--- src/rtl/rsr_param_pkg.sv ---
// Shared widths for the issue stage (also used by the issue queue and LSQ),
// plus the helper that unpacks per-lane delays.
package rsr_param_pkg;

  localparam int PHYS_LOG        = 7;
  localparam int CHECKPOINTS     = 8;
  localparam int CHECKPOINTS_LOG = 3;

  // Per-lane delays are packed 4 bits per lane, lane 0 in the low nibble.
  function automatic int lane_delay(input logic [63:0] packedDelays, input int lane);
    return {28'd0, packedDelays[lane*4 +: 4]};
  endfunction

endpackage

--- src/rtl/rsr_param_if.sv ---
// Grant/resolve inputs and broadcast outputs of the result shift register.
import rsr_param_pkg::*;

interface rsr_param_if #(
  parameter int ISSUE_WIDTH     = 5,
  parameter int PHYS_LOG        = rsr_param_pkg::PHYS_LOG,
  parameter int CHECKPOINTS     = rsr_param_pkg::CHECKPOINTS,
  parameter int CHECKPOINTS_LOG = rsr_param_pkg::CHECKPOINTS_LOG
);
  logic                               ctrlVerified_i;
  logic                               ctrlMispredict_i;
  logic [CHECKPOINTS_LOG-1:0]         ctrlSMTid_i;
  logic [ISSUE_WIDTH-1:0]             validPacket_i;
  logic [ISSUE_WIDTH*PHYS_LOG-1:0]    grantedDest_i;
  logic [ISSUE_WIDTH*CHECKPOINTS-1:0] branchMask_i;
  logic [ISSUE_WIDTH-1:0]             rsrTagValid_o;
  logic [ISSUE_WIDTH*PHYS_LOG-1:0]    rsrTag_o;
  logic [ISSUE_WIDTH-1:0]             inflight_o;

  modport master (
    output ctrlVerified_i, ctrlMispredict_i, ctrlSMTid_i,
    output validPacket_i, grantedDest_i, branchMask_i,
    input  rsrTagValid_o, rsrTag_o, inflight_o
  );

  modport slave (
    input  ctrlVerified_i, ctrlMispredict_i, ctrlSMTid_i,
    input  validPacket_i, grantedDest_i, branchMask_i,
    output rsrTagValid_o, rsrTag_o, inflight_o
  );
endinterface

--- src/rtl/rsr_param_lane.sv ---
// One wakeup delay line: DELAY stages of {valid, tag, mask} with branch-mask
// squash at every stage and a kill-gated broadcast from the last stage.
module rsr_lane #(
  parameter int DELAY           = 1,
  parameter int PHYS_LOG        = 7,
  parameter int CHECKPOINTS     = 8,
  parameter int CHECKPOINTS_LOG = 3
) (
  input  logic                       clk,
  input  logic                       reset,
  input  logic                       ctrlVerified,
  input  logic                       ctrlMispredict,
  input  logic [CHECKPOINTS_LOG-1:0] ctrlSMTid,
  input  logic                       validIn,
  input  logic [PHYS_LOG-1:0]        tagIn,
  input  logic [CHECKPOINTS-1:0]     maskIn,
  output logic                       tagValidOut,
  output logic [PHYS_LOG-1:0]        tagOut,
  output logic [DELAY-1:0]           stageValid
);

  logic                   validReg  [DELAY];
  logic [PHYS_LOG-1:0]    tagReg    [DELAY];
  logic [CHECKPOINTS-1:0] maskReg   [DELAY];
  logic                   validNext [DELAY];
  logic [PHYS_LOG-1:0]    tagNext   [DELAY];
  logic [CHECKPOINTS-1:0] maskNext  [DELAY];

  logic                   killEn;
  logic [CHECKPOINTS-1:0] clearBits;

  assign killEn    = ctrlVerified & ctrlMispredict;
  assign clearBits = (ctrlVerified & ~ctrlMispredict)
                   ? (CHECKPOINTS'(1) << ctrlSMTid) : '0;

  // Invalid stages are forced to all-zero so tag/mask never leak stale data.
  for (genvar gi = 0; gi < DELAY; gi++) begin : gStage
    if (gi == 0) begin : gCapture
      assign validNext[gi] = validIn & ~(killEn & maskIn[ctrlSMTid]);
      assign tagNext[gi]   = validNext[gi] ? tagIn : '0;
      assign maskNext[gi]  = validNext[gi] ? (maskIn & ~clearBits) : '0;
    end else begin : gShift
      assign validNext[gi] = validReg[gi-1] & ~(killEn & maskReg[gi-1][ctrlSMTid]);
      assign tagNext[gi]   = validNext[gi] ? tagReg[gi-1] : '0;
      assign maskNext[gi]  = validNext[gi] ? (maskReg[gi-1] & ~clearBits) : '0;
    end
    assign stageValid[gi] = validReg[gi];
  end

  always_ff @(posedge clk) begin
    for (int k = 0; k < DELAY; k++) begin
      if (reset) begin
        validReg[k] <= 1'b0;
        tagReg[k]   <= '0;
        maskReg[k]  <= '0;
      end else begin
        validReg[k] <= validNext[k];
        tagReg[k]   <= tagNext[k];
        maskReg[k]  <= maskNext[k];
      end
    end
  end

  // Same-cycle kill suppresses the broadcast of the output stage.
  assign tagValidOut = validReg[DELAY-1] & ~(killEn & maskReg[DELAY-1][ctrlSMTid]);
  assign tagOut      = tagValidOut ? tagReg[DELAY-1] : '0;

endmodule

--- src/rtl/rsr_param.sv ---
// Result shift register top: per-lane slicing, delay legality check and
// inflight reduction around ISSUE_WIDTH independent delay lines.
import rsr_param_pkg::*;

module rsr_param #(
  parameter int ISSUE_WIDTH     = 5,
  parameter int PHYS_LOG        = rsr_param_pkg::PHYS_LOG,
  parameter int CHECKPOINTS     = rsr_param_pkg::CHECKPOINTS,
  parameter int CHECKPOINTS_LOG = rsr_param_pkg::CHECKPOINTS_LOG,
  parameter int MAX_DELAY       = 8,
  parameter logic [4*ISSUE_WIDTH-1:0] LANE_DELAY = 20'h13111
) (
  input logic       clk,
  input logic       reset,
  rsr_param_if.slave bus
);

  logic [ISSUE_WIDTH-1:0]          tagValidVec;
  logic [ISSUE_WIDTH*PHYS_LOG-1:0] tagVec;
  logic [ISSUE_WIDTH-1:0]          inflightVec;

  for (genvar gi = 0; gi < ISSUE_WIDTH; gi++) begin : gLane
    localparam int D = lane_delay(64'(LANE_DELAY), gi);

    if (D < 1 || D > MAX_DELAY) begin : gBadDelay
      $fatal(1, "rsr_param: lane %0d delay %0d outside 1..%0d", gi, D, MAX_DELAY);
    end else begin : gOk
      logic [D-1:0] stageValid;

      rsr_lane #(
        .DELAY          (D),
        .PHYS_LOG       (PHYS_LOG),
        .CHECKPOINTS    (CHECKPOINTS),
        .CHECKPOINTS_LOG(CHECKPOINTS_LOG)
      ) uLane (
        .clk           (clk),
        .reset         (reset),
        .ctrlVerified  (bus.ctrlVerified_i),
        .ctrlMispredict(bus.ctrlMispredict_i),
        .ctrlSMTid     (bus.ctrlSMTid_i),
        .validIn       (bus.validPacket_i[gi]),
        .tagIn         (bus.grantedDest_i[gi*PHYS_LOG +: PHYS_LOG]),
        .maskIn        (bus.branchMask_i[gi*CHECKPOINTS +: CHECKPOINTS]),
        .tagValidOut   (tagValidVec[gi]),
        .tagOut        (tagVec[gi*PHYS_LOG +: PHYS_LOG]),
        .stageValid    (stageValid)
      );

      // Ungated by the kill: a squashed entry still counts in its last cycle.
      assign inflightVec[gi] = |stageValid;
    end
  end

  assign bus.rsrTagValid_o = tagValidVec;
  assign bus.rsrTag_o      = tagVec;
  assign bus.inflight_o    = inflightVec;

endmodule

--- src/flat_wrapper.sv ---
// flat-port wrapper written by rule: the top's interface ports become plain ports
module rsr_param_flat 
#(
  parameter int ISSUE_WIDTH     = 5,
  parameter int PHYS_LOG        = rsr_param_pkg::PHYS_LOG,
  parameter int CHECKPOINTS     = rsr_param_pkg::CHECKPOINTS,
  parameter int CHECKPOINTS_LOG = rsr_param_pkg::CHECKPOINTS_LOG,
  parameter int MAX_DELAY       = 8,
  parameter logic [4*ISSUE_WIDTH-1:0] LANE_DELAY = 20'h13111
)
  (clk, reset, bus_ctrlVerified_i, bus_ctrlMispredict_i, bus_ctrlSMTid_i, bus_validPacket_i, bus_grantedDest_i, bus_branchMask_i, bus_rsrTagValid_o, bus_rsrTag_o, bus_inflight_o);
  rsr_param_if #(.ISSUE_WIDTH(ISSUE_WIDTH), .PHYS_LOG(PHYS_LOG), .CHECKPOINTS(CHECKPOINTS), .CHECKPOINTS_LOG(CHECKPOINTS_LOG)) bus_i ();
  input logic clk;
  input logic reset;
  input wire logic [$bits(bus_i.ctrlVerified_i)-1:0] bus_ctrlVerified_i;
  input wire logic [$bits(bus_i.ctrlMispredict_i)-1:0] bus_ctrlMispredict_i;
  input wire logic [$bits(bus_i.ctrlSMTid_i)-1:0] bus_ctrlSMTid_i;
  input wire logic [$bits(bus_i.validPacket_i)-1:0] bus_validPacket_i;
  input wire logic [$bits(bus_i.grantedDest_i)-1:0] bus_grantedDest_i;
  input wire logic [$bits(bus_i.branchMask_i)-1:0] bus_branchMask_i;
  output wire logic [$bits(bus_i.rsrTagValid_o)-1:0] bus_rsrTagValid_o;
  output wire logic [$bits(bus_i.rsrTag_o)-1:0] bus_rsrTag_o;
  output wire logic [$bits(bus_i.inflight_o)-1:0] bus_inflight_o;
  assign bus_i.ctrlVerified_i = bus_ctrlVerified_i;
  assign bus_i.ctrlMispredict_i = bus_ctrlMispredict_i;
  assign bus_i.ctrlSMTid_i = bus_ctrlSMTid_i;
  assign bus_i.validPacket_i = bus_validPacket_i;
  assign bus_i.grantedDest_i = bus_grantedDest_i;
  assign bus_i.branchMask_i = bus_branchMask_i;
  assign bus_rsrTagValid_o = bus_i.rsrTagValid_o;
  assign bus_rsrTag_o = bus_i.rsrTag_o;
  assign bus_inflight_o = bus_i.inflight_o;
  rsr_param #(.ISSUE_WIDTH(ISSUE_WIDTH), .PHYS_LOG(PHYS_LOG), .CHECKPOINTS(CHECKPOINTS), .CHECKPOINTS_LOG(CHECKPOINTS_LOG), .MAX_DELAY(MAX_DELAY), .LANE_DELAY(LANE_DELAY)) u_core (.clk(clk), .reset(reset), .bus(bus_i));
endmodule
--- config.mk ---
export PLATFORM = sky130hd
export DESIGN_NAME = rsr_param_flat
export DESIGN_NICKNAME = d
export VERILOG_FILES = /design/src/rtl/rsr_param_pkg.sv /design/src/rtl/rsr_param_if.sv /design/src/rtl/rsr_param_lane.sv /design/src/rtl/rsr_param.sv /design/src/flat_wrapper.sv
export SDC_FILE = /design/constraint.sdc
export NUM_CORES = 1
export LEC_CHECK = 0
export CAP_MARGIN = 25
export CELL_PAD_IN_SITES_DETAIL_PLACEMENT = 0
export CELL_PAD_IN_SITES_GLOBAL_PLACEMENT = 2
export CORE_ASPECT_RATIO = 1.1
export CORE_UTILIZATION = 28
export DETAILED_ROUTE_END_ITERATION = 7
export PLACE_DENSITY_LB_ADDON = 0.12
export SETUP_SLACK_MARGIN = 0.15
export SLEW_MARGIN = 15
export SYNTH_ARGS = -nofsm -noshare
export SYNTH_HDL_FRONTEND = slang
export SYNTH_SLANG_ARGS = --single-unit
--- constraint.sdc ---
create_clock -name clk -period 2 [get_ports clk]
set_input_delay 0.2 -clock clk [delete_from_list [all_inputs] [get_ports clk]]
set_output_delay 0.2 -clock clk [all_outputs]
set_load 0.03 [all_outputs]
==> metrics.txt, run 1 <==
WP buf/inv=2; WL/cell=15.09 um; clock transition at the registers of the reported paths=approximately 80 ps; die span in x=123.6 um; CP delay by family, top=multiplexers; # H-tree levels=3; vias per inst=4.557; IO Count=132; critical path arrival=1790 ps; number of synthesized flops with an enable pin=0; Peak Freq=503.5 MHz; Synth Cell Area=4553 sq um; worst skew pair latency=350 ps; crit-path cells=mux4_2 > o22a_1 > buf_12 > nor2_1 > buf_4; Hold Violations, Final=0; max-cap violations=0; largest net degree at the start of global routing=21; Async SR Flop Fraction=0%; Crit. End Element=primary output; PnR worst setup slack=around 14 ps; Yosys reg bits=112; HPWL after DPL=roughly 9600 um; YS warnings=0; Rows=48; Hold Path Sink=u_core.gLane[2].gOk.uLane.tagReg[0][4]; Vias=around 3,900; 1st-pass router iterations=4; top-count cell post-synth=dfxtp_1; distinct cell type count after synthesis=36; FF-to-FF setup slack=490 ps; Area growth, synth to finish=52.79%; CTS Buffer Depth=2; setup violators final=0; Worst Max-Slew Pin Slew=~440 ps; RR Endpoint=u_core.gLane[3].gOk.uLane.maskReg[1][4]; Critical Path RT=around 1800 ps; initial antenna violation count=0; design area=6957 sq um; RSZ-0062 raised after global routing=yes; hold_sp=bus_grantedDest_i[18]; vias in the first global route=3,812; syn_nets=between 500 and 600; die area=16,780 sq um; Peak supply drop=around 0.35 mV; cells after synthesis=487; setup_tns=0 ps; Initial Util=28.83%; total power per unit cell area=around 720 nW/um^2; Port Buf Inserts=about 130; core area=15,800 sq um; Sink Count=112; # nets final=739; syn_area_per_cell=9.349 sq um; Min-Delay Path Class=in -> reg; crit-path max cell delay=roughly 470 ps; ratio of cells with drive above 1 in the final layout=~30%; Final min period=slightly below 2000 ps; worst r2r path cells=5; grt ovf=0; most area-consuming cells after synthesis=dfxtp_1 (49%), nor2_1 (7.6%), nand2_1 (5.4%); post-synth top area share=49.24%; synth cell count leaders=dfxtp_1 (112), nor2_1 (92), nand2_1 (65); slowest CP cell=mux4_2; height of the die=135.7 um; Slew Viols, Final=0; critical path type=reg -> out; RR Startpoint=u_core.gLane[3].gOk.uLane.maskReg[0][1]; Routability Congestion=0.7482; Num CTS Buffers=9; clock skew=5.477 ps; post-place instance area=6270 sq um; Startpoint Class=register; Starting DRT DRC Count=193; Synth Flop Type=dfxtp_1; pre-CTS setup slack=-162.6 ps; hold_buf cts=0; cell taking the most area after synthesis=dfxtp_1; post-synthesis sequential area ratio=49.24%; Tot GR Track Use=15.95%; status=completed; post-route clock period utilization=99.31%; worst hold slack=363.5 ps; fillers=1,583; first-pass GRT wire length=approximately 20,000 um; Slew headroom=70.32%; CTS tree=yes; # diodes=0; WHS Path Cells=3; clock tree root driver cell=clkbuf_16; Routed Wire Length=12,930 um; Detail Route Antenna Nets=0; CP max FO=8; Tot Pwr=5021 uW; Remaining DRCs=0; Leak=0.003020 uW
-- logic make-up (layout without fill, tap and decap cells) --
logic type / after synthesis / count (layout) / share of synthesized area (%)
AO/OA/AOI/OAI: 36 / 36 / 6.321
flip-flops: 112 / 112 / 49.24
multiplexers: 24 / 24 / 9.123
AND/OR/NAND/NOR: 275 / 275 / 29.21
buffers and inverters: 40 / 210 / 6.100
-- layer usage --
| metal | GRT usage [%] | vias to the layer above | share of wire [%] |
|---|---|---|---|
| met1 | 21.52 | 1819 | 48 |
| met3 | 2.315 | 13 | 4.6 |
| met4 | 7.095 | 0 | 1.7 |
| li1 | - | 1974 | - |
| met5 | 0 | - | 0 |
| met2 | 25.03 | 99 | 46 |
-- how the worst max path moves through the flow --
stage                     cells past startpoint                                     from                   end  slack (ps)
final                                         5  u_core.gLane[4].gOk.uLane.maskReg[0][3]      bus_rsrTag_o[32]          10
after global routing                          5  u_core.gLane[1].gOk.uLane.maskReg[0][3]  bus_rsrTagValid_o[1]         -50
after CTS                                     5  u_core.gLane[4].gOk.uLane.maskReg[0][3]      bus_rsrTag_o[32]           5
after detailed placement                      8                       bus_ctrlSMTid_i[1]       bus_rsrTag_o[2]        -160
after global placement                        6                     bus_ctrlMispredict_i       bus_rsrTag_o[1]        -180
after floorplan                               5                       bus_ctrlSMTid_i[0]      bus_rsrTag_o[10]         110
-- per-stage QoR --
| stage | cells | util (%) |
|---|---|---|
| floorplan | 487 | - |
| global placement | 837 | 39.69 |
| detailed placement | 837 | 39.69 |
| CTS | 857 | 43.34 |
| global route | 857 | 44.04 |
| finish | 857 | 44.04 |
-- registers in the layout, indices dropped and copies added (netlist names) --
| signal | flops |
|---|---|
| u_core.gLane.gOk.uLane.maskReg | 56 |
| u_core.gLane.gOk.uLane.validReg | 7 |
| u_core.gLane.gOk.uLane.tagReg | 49 |
-- worst min-delay path: stages --
cell and delay, ps:
clkdlybuf4s50_1 400, nand2_1 50, nor2_1 30
-- placed cells by master, fill, tap and decap left out, types with 2 or more instances in the layout --
cell	Yosys	layout
mux4_1	5	3
dlygate4sd2_1	0	5
nor2_1	92	68
inv_8	0	2
and3_1	23	16
a222oi_1	3	3
bufinv_16	0	2
nor2b_1	10	9
o2bb2ai_1	7	6
mux2i_1	7	7
a22oi_1	2	2
buf_12	0	8
and3b_1	4	4
and3_4	0	7
buf_4	9	57
nor2_2	0	9
a31o_2	3	3
buf_6	12	36
and2_1	16	15
nand3_1	37	37
clkbuf_16	0	9
and3_2	8	8
o22a_1	2	2
nor3b_1	3	3
o211a_1	3	3
mux2_2	5	5
inv_6	0	2
a21oi_1	9	7
nand2_1	65	64
dfxtp_1	112	111
dlymetal6s2s_1	0	2
mux4_2	7	9
nor2_4	0	15
nand3b_1	3	3
a21oi_2	0	2
o22a_2	4	4
clkdlybuf4s50_1	0	83
and2b_1	4	4
and2_2	7	7
-- power breakdown --
group	leakage [uW]	total, uW	switching [uW]	internal, uW
Sequential	0.000914	2340	32.2	2300
Clock	0.000164	1990	866	1130
Combinational	0.00194	692	302	390
Total	0.00302	5020	1200	3820
-- repair_timing --
action | 4_1_cts | 5_1_grt
pin swaps | 29 | 5
resized for setup | 69 | 31
setup endpoints to repair | 41 | 42
buffers inserted | 4 | 0
gates cloned | 0 | 0
-- cell type report --
type | instances | area (sq um) | area share, %
well taps | 200 | 250.2 | 3.597
repair buffers | 192 | 1898 | 27.28
inverters | 2 | 7.507 | 0.1079
clock inverters | 7 | 108.9 | 1.565
multi-input cells | 335 | 2223 | 31.96
flip-flops and latches | 112 | 2243 | 32.25
clock buffers | 9 | 225.2 | 3.237
No activity file was read; power rests on OpenSTA's default activity.
==> run 2, diff against run 1 <==
Settings changed: CORE_ASPECT_RATIO 1.1 to not set, SLEW_MARGIN 15 to not set.
==> metrics.txt, run 2 (synthesized netlist as in run 1, its figures left out) <==
fillers=1,609 (+1.6%); initial antenna violation count=0 (unchanged); fin util=44.11% (+0.065 points); CP max FO=8 (unchanged); Detail Route Antenna Nets=0 (unchanged); Crit. End Element=primary output; # nets final=739 (unchanged); Tot GR Track Use=16.03% (+0.079 points); Int Pwr=3598 uW (-5.8%); Peak supply drop=0.4132 mV (+17%); # diodes=0 (unchanged); post-place instance area=6287 sq um (+0.28%); sw power=1269 uW (+5.7%); clock network power share=37.6% (-2.1 points); combinational power share=14.4% (+0.6 points); 1st-pass router iterations=5 (+1); die area=16,780 sq um (unchanged); grt ovf=0 (unchanged); RR Endpoint=u_core.gLane[3].gOk.uLane.maskReg[1][1]; crit path launch=u_core.gLane[4].gOk.uLane.maskReg[0][3]; clock skew=5.171 ps (-0.3056 ps); commonest non-fill, non-tap cells in the layout=dfxtp_1 (110), clkdlybuf4s50_1 (83), nand2_1 (65), nor2_1 (63), buf_4 (55); HPWL after DPL=9656 um (+1.0%); Final min period=1999 ps (+12.29 ps); # H-tree levels=3 (unchanged); max-cap violations=0 (unchanged); Startpoint Class=register; first-pass GRT wire length=20,000 um (+0.42%); RSZ-0062 raised after global routing=yes; Critical Path RT=1800 ps (about the same); Largest Register=u_core.gLane.gOk.uLane.maskReg; critical path type=reg -> out; Starting DRT DRC Count=167 (-13%); max FFs per register=56 (unchanged); clock tree root driver cell=clkbuf_16; Routed Wire Length=13,190 um (+2.0%); Routability Congestion=0.7877 (+5.3%); status=completed; Slew headroom=70.72% (+0.39 points); setup_tns=0 ps (unchanged); Slew Viols, Final=0 (unchanged); PnR worst setup slack=1.478 ps (-12.29 ps); RR Startpoint=u_core.gLane[3].gOk.uLane.maskReg[0][1]; WL/cell=15.11 um (+0.12%); CTS Buffer Depth=2 (unchanged); design area=7007 sq um (+0.72%); height of the die=129.5 um (-4.6%); vias per inst=4.483 (-1.6%); ratio of cells with drive above 1 in the final layout=29.83% (unchanged); die span in x=129.5 um (+4.8%); Initial Util=28.66% (-0.16 points); Min-Delay Path Class=in -> reg; Regs by FF count=u_core.gLane.gOk.uLane.maskReg: 56 flops, u_core.gLane.gOk.uLane.tagReg: 49 flops, u_core.gLane.gOk.uLane.validReg: 7 flops; Area growth, synth to finish=53.89%; Rows=46 (-4.2%); IO Count=132 (unchanged); worst r2r path cells=5 (unchanged); sequential share of power=48.0% (+1.5 points); CP Capture Point=bus_rsrTagValid_o[4]; CTS tree=yes; commonest non-fill, non-tap cell in the layout=dfxtp_1; FF-to-FF setup slack=510 ps (+20 ps); Leak=0.003021 uW (about the same); post-route clock period utilization=99.93% (+0.61 points); Sink Count=112 (unchanged); setup violators final=0 (unchanged); clock transition at the registers of the reported paths=80 ps (about the same); worst skew pair latency=360 ps (about the same); Hold Violations, Final=0 (unchanged); critical path arrival=1800 ps (about the same); largest net degree at the start of global routing=23 (+9.5%); Num CTS Buffers=9 (unchanged); total power per unit cell area=694.6 nW/um^2 (-3.8%); switching share of power=26.07% (+2.2 points); vias in the first global route=3,773 (-1.0%); Port Buf Inserts=131 (unchanged); Remaining DRCs=0 (unchanged); pre-CTS setup slack=-122.3 ps (+40.30 ps); Vias=3,914 (+0.23%); core area=15,890 sq um (+0.57%); Peak Freq=500.4 MHz (-0.61%); Worst Max-Slew Pin Slew=438.3 ps (-5.617 ps)
run 2: cell types whose count changed in the layout (fill, tap and decap cells not counted), moves of 3 or more:
| cell | before | now |
|---|---|---|
| nor2_1 | 68 | 63 |
| and3_1 | 16 | 22 |
| nor2_4 | 15 | 23 |
| nor2_2 | 9 | 6 |
| and3_4 | 7 | 1 |
run 2: repair_timing:
action / 4_1_cts / 5_1_grt
pin swaps: 16 / 12
hold endpoints to repair: 0 / 0
setup buffers: 0 / 5
gates resized for setup: 50 / 59
cloned: 1 / 0
setup endpoints to repair: 41 / 42
hold buffers: 0 / 0
run 2: critical path: stages (launching register included):
cell and delay [ps]:
dfxtp_2 310, mux4_2 470, o22a_1 240, buf_12 160, nor2b_1 100, buf_4 160
run 2: metrics by stage:
stage               power, uW  std cells  hold slack, ps
finish                   4867        873           360.7
global placement         3049        851           408.4
floorplan                2695        487           313.8
global route             5071        873           360.9
detailed placement       3053        851           407.5
CTS                      4900        868           342.5
run 2: worst min-delay path by stage:
| stage | cells after the start | slack [ps] | from | end |
|---|---|---|---|---|
| after floorplan | 2 | 310 | bus_grantedDest_i[7] | u_core.gLane[1].gOk.uLane.tagReg[0][0] |
| after global placement | 2 | 410 | u_core.gLane[3].gOk.uLane.tagReg[1][1] | u_core.gLane[3].gOk.uLane.tagReg[2][1] |
| after detailed placement | 2 | 410 | u_core.gLane[3].gOk.uLane.tagReg[1][1] | u_core.gLane[3].gOk.uLane.tagReg[2][1] |
| after CTS | 3 | 340 | bus_grantedDest_i[32] | u_core.gLane[4].gOk.uLane.tagReg[0][4] |
| after global routing | 3 | 360 | bus_grantedDest_i[32] | u_core.gLane[4].gOk.uLane.tagReg[0][4] |
| final | 3 | 360 | bus_grantedDest_i[9] | u_core.gLane[1].gOk.uLane.tagReg[0][2] |
run 2: layer usage:
layer	vias up	routed length [um]	GRT usage [%]
li1	1984	-	-
met1	1821	6166	22.12
met2	96	6218	25.08
met3	13	619	2.849
met4	0	184	5.746
met5	-	0	0
run 2: power by group through the flow:
stage | logic (uW) | registers [uW] | clock network [uW]
after floorplan | 324 | 2370 | 0
after global placement | 662 | 2390 | 0
after detailed placement | 665 | 2390 | 0
after CTS | 687 | 2340 | 1880
after global routing | 760 | 2350 | 1960
final | 703 | 2340 | 1830
run 2: area by class of cell:
class | instances | area, sq um | share of cell area (%)
clock buffers | 9 | 225.2 | 3.214
clock inverters | 7 | 76.32 | 1.089
inverters | 2 | 11.26 | 0.1607
multi-input cells | 335 | 2243 | 32.02
flip-flops and latches | 112 | 2245 | 32.04
well taps | 216 | 270.3 | 3.857
repair buffers | 192 | 1936 | 27.63
==> run 3, diff against run 2 <==
Settings changed: CORE_UTILIZATION 28 to 30.
Clock period 2 ns to 2.3 ns, I/O delays scaled along.
==> metrics.txt, run 3 (synthesized netlist as in run 1, its figures left out) <==
worst r2r path cells=5 (unchanged); Final min period=2026 ps; Peak Freq=roughly 490 MHz; Int Pwr=3179 uW (-12%); clock skew=5.601 ps (+0.4297 ps); # H-tree levels=3 (unchanged); clock transition at the registers of the reported paths=70 ps (about the same); vias per inst=4.599 (+2.6%); RSZ-0062 raised after global routing=no; max FFs per register=56 (unchanged); CP delay by family, top=multiplexers; die span in x=125.2 um (-3.3%); status=completed; Routed Wire Length=12,340 um (-6.4%); RR Startpoint=u_core.gLane[3].gOk.uLane.maskReg[0][1]; Crit. End Element=primary output; Sink Count=112 (unchanged); vias in the first global route=3,771 (-0.053%); Largest Register=u_core.gLane.gOk.uLane.maskReg; CP max FO=8 (unchanged); setup_tns=0 ps (unchanged); CTS tree=yes; clock tree root driver cell=clkbuf_16; sequential share of power=48.9% (+0.9 points); combinational power share=13.0% (-1.4 points); hold_buf cts=0 (unchanged); height of the die=125.2 um (-3.3%); Leak=0.002856 uW (-5.5%); core area=14,640 sq um (-7.8%); Num CTS Buffers=9 (unchanged); post-route clock period utilization=88.09%; first-pass GRT wire length=19,570 um (-2.2%); clock network power share=38.1% (+0.5 points); ratio of cells with drive above 1 in the final layout=21.52% (-8.3 points); Remaining DRCs=0 (unchanged); critical path arrival=1800 ps (about the same); Startpoint Class=register; Worst Max-Slew Pin Slew=439.2 ps (+0.9367 ps); Min-Delay Path Class=in -> reg; largest net degree at the start of global routing=21 (-8.7%); Critical Path RT=2070 ps (+270 ps); WP depth=4 (-1); Placed Instances=799 (-6.1%); slowest CP cell=mux4_2; Detail Route Antenna Nets=0 (unchanged); Rows=44 (-4.3%); 1st-pass router iterations=7 (+2); Port Buf Inserts=131 (unchanged); Hold Violations, Final=0 (unchanged); Routability Congestion=0.7848 (-0.37%); crit path launch=u_core.gLane[0].gOk.uLane.maskReg[0][7]; critical path type=reg -> out; commonest non-fill, non-tap cells in the layout=dfxtp_1 (112), nor2_1 (92), clkdlybuf4s50_1 (87), buf_4 (73), nand2_1 (64); grt ovf=0 (unchanged); crit-path cells=mux4_2 > o22ai_2 > and3_1 > buf_4; FF-to-FF setup slack=830 ps (+320 ps); Initial Util=31.09% (+2.4 points); cts repair resizes=11 (-78%); Peak supply drop=0.3153 mV (-24%); Vias=3,753 (-4.1%); CTS Buffer Depth=2 (unchanged); Slew Viols, Final=0 (unchanged); HPWL after DPL=8971 um (-7.1%); setup violators final=0 (unchanged); post-CTS setup buffer count=0 (unchanged); max-cap violations=0 (unchanged); RR Endpoint=u_core.gLane[3].gOk.uLane.maskReg[1][6]; die area=15,670 sq um (-6.6%); commonest non-fill, non-tap cell in the layout=dfxtp_1; Tot GR Track Use=16.39% (+0.36 points); non-filler cells, final=816 (-6.5%); WL/cell=15.12 um (+0.11%); switching share of power=23.42% (-2.6 points); CP Capture Point=bus_rsrTag_o[4]; Starting DRT DRC Count=189 (+13%); WP buf/inv=1 (-1); IO Count=132 (unchanged); Regs by FF count=u_core.gLane.gOk.uLane.maskReg: 56 flops, u_core.gLane.gOk.uLane.tagReg: 49 flops, u_core.gLane.gOk.uLane.validReg: 7 flops; Area growth, synth to finish=39.96%; total power per unit cell area=651.6 nW/um^2 (-6.2%); crit-path max cell delay=470 ps (about the same); Slew headroom=70.65% (about the same); sw power=972.6 uW (-23%); # nets final=714 (-3.4%); # diodes=0 (unchanged); initial antenna violation count=0 (unchanged); worst skew pair latency=350 ps (about the same); fillers=1,452 (-9.8%)
run 3: through the flow:
stage	hold slack, ps	util, %	total power [uW]	setup slack [ps]	area, sq um
4_1_cts	385.7	43.52	4218	252.6	6372
3_5_place_dp	405.6	41.11	2611	35.06	6020
2_1_floorplan	343.8	-	2344	351.3	4553
3_3_place_gp	406.8	41.11	2607	59.45	6020
5_1_grt	406.7	43.52	4346	158.8	6372
6_report	401.7	43.52	4152	273.8	6372
run 3: tightest hold or removal path, stage by stage:
cell	delay, ps
clkdlybuf4s50_1	390
nand2_1	50
nor2_1	30
run 3: area by class of cell:
class	count	area, sq um	share of cell area (%)
Sequential cell	112	2242	35.19
Clock buffer	10	239.0	3.750
Timing Repair Buffer	167	1538	24.13
Clock inverter	6	68.82	1.080
Multi-Input combinational cell	335	2047	32.12
Inverter	2	7.507	0.1178
Tap cell	184	230.2	3.613
run 3: worst min path at each step:
| stage | from | endpoint | slack, ps | cells after the start |
|---|---|---|---|---|
| after floorplan | bus_grantedDest_i[7] | u_core.gLane[1].gOk.uLane.tagReg[0][0] | 340 | 2 |
| after global placement | u_core.gLane[3].gOk.uLane.tagReg[1][5] | u_core.gLane[3].gOk.uLane.tagReg[2][5] | 410 | 2 |
| after detailed placement | u_core.gLane[3].gOk.uLane.tagReg[1][5] | u_core.gLane[3].gOk.uLane.tagReg[2][5] | 410 | 2 |
| after CTS | bus_grantedDest_i[7] | u_core.gLane[1].gOk.uLane.tagReg[0][0] | 390 | 3 |
| after global routing | bus_grantedDest_i[7] | u_core.gLane[1].gOk.uLane.tagReg[0][0] | 410 | 3 |
| final | bus_grantedDest_i[7] | u_core.gLane[1].gOk.uLane.tagReg[0][0] | 400 | 3 |
run 3: layer usage:
metal / global-route usage (%) / share of wire, %
met5: 0 / 0
met1: 21.43 / 47
met2: 26.29 / 46
met4: 6.887 / 0.84
met3: 3.380 / 5.7
run 3: power groups by stage:
stage / clock (uW) / combinational [uW] / sequential (uW)
final: 1580 / 539 / 2030
after global routing: 1720 / 584 / 2040
after CTS: 1640 / 545 / 2030
after detailed placement: 0 / 535 / 2080
after global placement: 0 / 533 / 2070
after floorplan: 0 / 282 / 2060
